<file path="config.mk">
export PLATFORM = sky130hd
export DESIGN_NAME = uart_tx_buffered
export DESIGN_NICKNAME = d
export VERILOG_FILES = /design/src/rtl/uart_pkg.sv /design/src/rtl/sync_fifo.sv /design/src/rtl/uart_tx_buffered.sv
export SDC_FILE = /design/constraint.sdc
export NUM_CORES = 1
export LEC_CHECK = 0
export ABC_AREA = 1
export BUFFER_PORTS_ARGS = -buffer_cell sky130_fd_sc_hd__buf_2
export CAP_MARGIN = 5
export CORE_ASPECT_RATIO = 0.8
export CORE_MARGIN = 2
export CORE_UTILIZATION = 60
export DETAILED_ROUTE_END_ITERATION = 16
export GPL_TIMING_DRIVEN = 0
export HOLD_SLACK_MARGIN = 0.15
export PLACE_DENSITY = 0.79
export SLEW_MARGIN = 20
export SYNTH_ARGS = -nofsm -noshare
export SYNTH_HDL_FRONTEND = slang
export SYNTH_SLANG_ARGS = --single-unit
</file>
<file path="constraint.sdc">
create_clock -name clk -period 2.8 [get_ports clk]
set_clock_uncertainty 0.2 [all_clocks]
set_input_delay 0.56 -clock clk [delete_from_list [all_inputs] [get_ports clk]]
set_output_delay 0.56 -clock clk [all_outputs]
set_load 0.03 [all_outputs]
</file>
<file path="src/rtl/uart_pkg.sv">
// Shared types and line-level constants for the buffered UART transmitter.
package uart_pkg;

    typedef enum logic [2:0] {
        IDLE   = 3'd0,
        START  = 3'd1,
        DATA   = 3'd2,
        PARITY = 3'd3,
        STOP   = 3'd4
    } tx_state_e;

    localparam int   DATA_BITS  = 8;
    localparam logic LINE_IDLE  = 1'b1;
    localparam logic LINE_START = 1'b0;

endpackage

</file>
<file path="src/rtl/sync_fifo.sv">
// Single-clock FIFO; pointers wrap modulo DEPTH (power of two), push is refused when full.
module sync_fifo #(
    parameter int WIDTH = 8,
    parameter int DEPTH = 16
) (
    input  logic                     clk,
    input  logic                     rst,
    input  logic                     push,
    input  logic                     pop,
    input  logic [WIDTH-1:0]         din,
    output logic [WIDTH-1:0]         dout,
    output logic [$clog2(DEPTH):0]   count,
    output logic                     full,
    output logic                     empty
);

    localparam int AW = $clog2(DEPTH);

    logic [WIDTH-1:0] mem_q [DEPTH];
    logic [AW-1:0]    wr_ptr_q, wr_ptr_d;
    logic [AW-1:0]    rd_ptr_q, rd_ptr_d;
    logic [AW:0]      count_q, count_d;
    logic             do_push, do_pop;

    assign full    = (count_q == (AW+1)'(DEPTH));
    assign empty   = (count_q == '0);
    assign do_push = push & ~full;
    assign do_pop  = pop & ~empty;
    assign dout    = mem_q[rd_ptr_q];
    assign count   = count_q;

    always_comb begin
        wr_ptr_d = do_push ? wr_ptr_q + 1'b1 : wr_ptr_q;
        rd_ptr_d = do_pop  ? rd_ptr_q + 1'b1 : rd_ptr_q;
        count_d  = count_q;
        case ({do_push, do_pop})
            2'b10:   count_d = count_q + 1'b1;
            2'b01:   count_d = count_q - 1'b1;
            default: count_d = count_q;
        endcase
    end

    always_ff @(posedge clk) begin
        if (rst) begin
            wr_ptr_q <= '0;
            rd_ptr_q <= '0;
            count_q  <= '0;
        end else begin
            wr_ptr_q <= wr_ptr_d;
            rd_ptr_q <= rd_ptr_d;
            count_q  <= count_d;
        end
    end

    // Storage carries data only, so it is left out of reset.
    always_ff @(posedge clk) begin
        if (do_push) begin
            mem_q[wr_ptr_q] <= din;
        end
    end

endmodule

</file>
<file path="src/rtl/uart_tx_buffered.sv">
// FIFO-buffered 8N1 serial transmitter. Define UART_TX_PARITY_EN to insert an
// even parity bit between data bit 7 and the stop bit (11-bit frames).
module uart_tx_buffered
    import uart_pkg::*;
#(
    parameter int CLKS_PER_BIT = 10417,
    parameter int FIFO_DEPTH   = 16
) (
    input  logic                          clk,
    input  logic                          rst,
    input  logic [7:0]                    char,
    input  logic                          send,
    output logic                          busy,
    output logic                          out,
    output logic                          idle,
    output logic                          overflow,
    output logic [$clog2(FIFO_DEPTH):0]   fifo_count
);

    localparam int                BAUD_W    = $clog2(CLKS_PER_BIT);
    localparam logic [BAUD_W-1:0] BAUD_LAST = BAUD_W'(CLKS_PER_BIT - 1);
    localparam logic [2:0]        BIT_LAST  = 3'(DATA_BITS - 1);

    tx_state_e         state_q, state_d;
    logic [BAUD_W-1:0] baud_q, baud_d;
    logic [2:0]        bit_q, bit_d;
    logic [7:0]        shift_q, shift_d;
    logic              out_q, out_d;
    logic              idle_q, idle_d;
    logic              overflow_q, overflow_d;
`ifdef UART_TX_PARITY_EN
    logic              parity_q, parity_d;
`endif

    logic       bit_end;
    logic       fifo_push, fifo_pop, fifo_full, fifo_empty;
    logic [7:0] fifo_dout;

    sync_fifo #(
        .WIDTH (8),
        .DEPTH (FIFO_DEPTH)
    ) u_fifo (
        .clk   (clk),
        .rst   (rst),
        .push  (fifo_push),
        .pop   (fifo_pop),
        .din   (char),
        .dout  (fifo_dout),
        .count (fifo_count),
        .full  (fifo_full),
        .empty (fifo_empty)
    );

    assign fifo_push = send & ~fifo_full;
    assign bit_end   = (baud_q == BAUD_LAST);
    assign busy      = fifo_full;
    assign out       = out_q;
    assign idle      = idle_q;
    assign overflow  = overflow_q;

    always_comb begin
        state_d  = state_q;
        baud_d   = bit_end ? '0 : baud_q + 1'b1;
        bit_d    = bit_q;
        shift_d  = shift_q;
        fifo_pop = 1'b0;
`ifdef UART_TX_PARITY_EN
        parity_d = parity_q;
`endif
        case (state_q)
            IDLE: begin
                baud_d = '0;
                if (!fifo_empty) begin
                    fifo_pop = 1'b1;
                    shift_d  = fifo_dout;
`ifdef UART_TX_PARITY_EN
                    parity_d = ^fifo_dout;
`endif
                    state_d  = START;
                end
            end
            START: begin
                if (bit_end) begin
                    bit_d   = '0;
                    state_d = DATA;
                end
            end
            DATA: begin
                if (bit_end) begin
                    if (bit_q == BIT_LAST) begin
`ifdef UART_TX_PARITY_EN
                        state_d = PARITY;
`else
                        state_d = STOP;
`endif
                    end else begin
                        bit_d   = bit_q + 3'd1;
                        shift_d = {1'b0, shift_q[7:1]};
                    end
                end
            end
`ifdef UART_TX_PARITY_EN
            PARITY: begin
                if (bit_end) begin
                    state_d = STOP;
                end
            end
`endif
            STOP: begin
                // Popping in the last stop cycle chains frames with no idle gap.
                if (bit_end) begin
                    if (!fifo_empty) begin
                        fifo_pop = 1'b1;
                        shift_d  = fifo_dout;
`ifdef UART_TX_PARITY_EN
                        parity_d = ^fifo_dout;
`endif
                        state_d  = START;
                    end else begin
                        state_d = IDLE;
                    end
                end
            end
            default: state_d = IDLE;
        endcase

        // The line is registered from the next state so it changes with the state.
        case (state_d)
            START:   out_d = LINE_START;
            DATA:    out_d = shift_d[0];
`ifdef UART_TX_PARITY_EN
            PARITY:  out_d = parity_d;
`endif
            default: out_d = LINE_IDLE;
        endcase

        idle_d     = (state_d == IDLE) && fifo_empty;
        overflow_d = overflow_q | (send & fifo_full);
    end

    always_ff @(posedge clk) begin
        if (rst) begin
            state_q    <= IDLE;
            baud_q     <= '0;
            bit_q      <= '0;
            out_q      <= LINE_IDLE;
            idle_q     <= 1'b1;
            overflow_q <= 1'b0;
        end else begin
            state_q    <= state_d;
            baud_q     <= baud_d;
            bit_q      <= bit_d;
            out_q      <= out_d;
            idle_q     <= idle_d;
            overflow_q <= overflow_d;
        end
    end

    always_ff @(posedge clk) begin
        shift_q <= shift_d;
`ifdef UART_TX_PARITY_EN
        parity_q <= parity_d;
`endif
    end

endmodule

</file>
==> results.cfg <==
[global_route]
largest_net_degree_at_the_start_of_global_routing = 17
vias_in_the_first_global_route = 5031
globalRoute.totalOverflow = 0
grt_antenna_before_repair = 0
globalRouteTotalUtil = 0.265
grt_first_pass_wirelength_mm = 26.5

[cells_and_area]
final_common_cell = edfxtp_1
syn_to_final_growth_pct = 11.7
antenna_cells_inserted = 0
final_util = 0.684
layout_common_cells = edfxtp_1 (135), nor2_1 (114), o21ai_0 (94)
final_net_count = 759
drive_above_1_share = 0.121

[clocking]
post_cts_hold_buffer_count = 0
cts_max_path_buffers = 2
cts.sink_count = 176
tritoncts.num_buffers = 17
clock_h_tree_levels = 4
cts-root-buf = clkbuf_16
tritoncts_clock_tree = built
clkTransAtPathRegs_ns = 0.07
latest_clock_arrival_within_the_worst_skew_pair_ns = 0.44

[routing]
drt-wirelength-per-cell_um = 18.9
wirelength_mm = 17.0
via_count = 5441
number_of_design_rule_violations_left_after_detail_routing = 0
detail_route.first_pass.iterations = 5
routed_via_density = 6.04
drt_first_iter_violations = 943
ant_nets = 0

[timing]
period_minus_slack_ns = 2.67
timing.max_slew.rel_slack = 0.229
tightest_slew_ns = 1.15
f_max_mhz = 374
report.final.hold_viol_count = 0
report.final.slew_viol_count = 0
report.final.setup_viol = 0
period_share = 0.955

[die]
start_util = 0.612
core-area_mm2 = 0.0122
die_area_mm2 = 0.0133
placement_rows = 36
fp.dieW_um = 129
floorplan.io_pins = 20
floorplan.die.height_um = 104

[logic_synthesis]
synth-edff-count = 135
synthFlopType = edfxtp_1
synth_largest_area_cell = edfxtp_1
synth_area_leaders = edfxtp_1 (54%), dfxtp_1 (11%), o21ai_0 (6.4%), nor2_1 (5.8%), nand2_1 (3.7%)
ys_warn_count = 0
synthesis.instances = 696
ys_seq_area_frac = 0.655
cell_area_after_technology_mapping_mm2 = 0.00745
ys_seq_elements = 176
synth.distinct_cells = 38
mean_area_per_synthesized_cell_um2 = 10.7
number_of_nets_in_the_synthesized_netlist = 719
asyncSetResetFlopFracSynth = 0
synth.top_cell.area_share = 0.544

[run]
drv_cap = 0

[critical_path]
critical_path_arrival_ns = 2.52
worstPathCellList = inv_1 -> nand4_1 -> nand2_1 -> inv_1 -> nand2_1 -> nor2_1
critical_path.startpoint_type = flip-flop
cp_slowest_cell = nor2_1
end_kind = flip-flop
critPathMaxFanout = 8
crit_required_ns = 2.65
max_stage_delay_ns = 0.89
criticalPathCategory = flip-flop to flip-flop

[worst_hold_path]
hp-class = input pin to flip-flop

[placed_design]
hpwl_mm = 11.2
routabilityCongestion = 0.941
portBuffers = 19

[power_and_ir_drop]
powerDensity_mw_per_mm2 = 915
ir_worst_vdd_mv = 0.602
leakagePower_nw = 2.94
p_total_mw = 7.61

[outcome]
outcome = complete, no violations
cells in the mapped netlist, types with 2 or more instances:
cell type    n
xor2_1       3
nand2_2      5
a21oi_1     27
nand4_1      8
clkbuf_1    17
edfxtp_1   135
ha_1        12
nor2_2       6
inv_1       53
nor3_1       9
dfxtp_1     41
buf_2        7
xnor2_1      3
nand2_1     74
nand3_2      2
a211oi_1     2
nor3_2       3
o21ai_0     95
o21ai_1      4
buf_4        2
o22ai_1     27
nand3_1     24
nor2_1     116
and3_1       2
o221ai_1     6
sequential cells by signal, summed over array words and instances, names as in the netlist, 3 cells and up, named ones only:
name,flops
u_fifo.mem_q,128
shift_q,8
u_fifo.count,5
state_q,3
u_fifo.wr_ptr_q,4
bit_q,3
u_fifo.rd_ptr_q,4
baud_q,14
cells by family (layout without fill, tap and decap cells):
family          count (synthesis)  count (layout)  share of synthesized area
buf+inv                        81             134                     0.0430
fa+ha+maj                      12              12                     0.0202
simple gates                  256             256                      0.154
xor+xnor                        6               6                    0.00706
flops                         176             176                      0.655
compound gates                165             165                      0.121
metrics by stage:
step	instances	setup TNS, ns	setup slack, ns	area [µm²]	hold WS, ns
floorplan	696	0	0.310	7450	0.240
global placement	867	0	0.0321	7730	0.244
detailed placement	867	-0.00603	-0.00603	7730	0.268
CTS	899	0	0.0253	8280	0.166
global route	901	-0.0305	-0.0305	8320	0.221
finish	901	0	0.127	8320	0.181
routing by layer:
metal / track usage / part of all wire / wire (µm)
met4: 0.0776 / 0.016 / 280
met3: 0.0770 / 0.11 / 1820
met1: 0.383 / 0.42 / 7130
met2: 0.395 / 0.46 / 7790
met5: 0 / 0 / 0
final cells by class:
type | instances | area (µm²)
plain buffers | 26 | 114
clock buffers | 17 | 425
clock inverters | 15 | 123
fillers | 852 | 3850
inverters | 55 | 210
multi-input cells | 439 | 2270
flip-flops and latches | 176 | 4880
well taps | 152 | 190
repair buffers | 21 | 110
where the power goes:
part	total [mW]	internal, mW	switching, mW
Combinational	2.25	0.698	1.55
Sequential	3.16	3.04	0.123
Clock	2.19	1.21	0.984
worst max-delay path: cells and delay by family, from the launching register on:
kind	cells	cell delay (ns)
and+or+nand+nor	4	1.34
DFF	1	0.43
buffers and inverters	2	0.31
worst paths after layout:
| check | startpoint | endpoint | slack, ns | cells past startpoint |
|---|---|---|---|---|
| max | u_fifo.count[1] | u_fifo.mem_q[6][6] | 0.13 | 6 |
| min | send | overflow | 0.18 | 3 |
| max reg2reg | u_fifo.count[1] | u_fifo.mem_q[6][6] | 0.13 | 6 |
| min reg2reg | baud_q[0] | baud_q[0] | 0.24 | 1 |
timing repair:
action / CTS / global route
pin swaps: 0 / 0
endpoints found under the hold margin: 0 / 0
cloned: 0 / 0
buffers inserted: 0 / 2
resized for setup: 1 / 4
setup endpoints to repair: 2 / 2
Power figures use the tool's default switching activity.
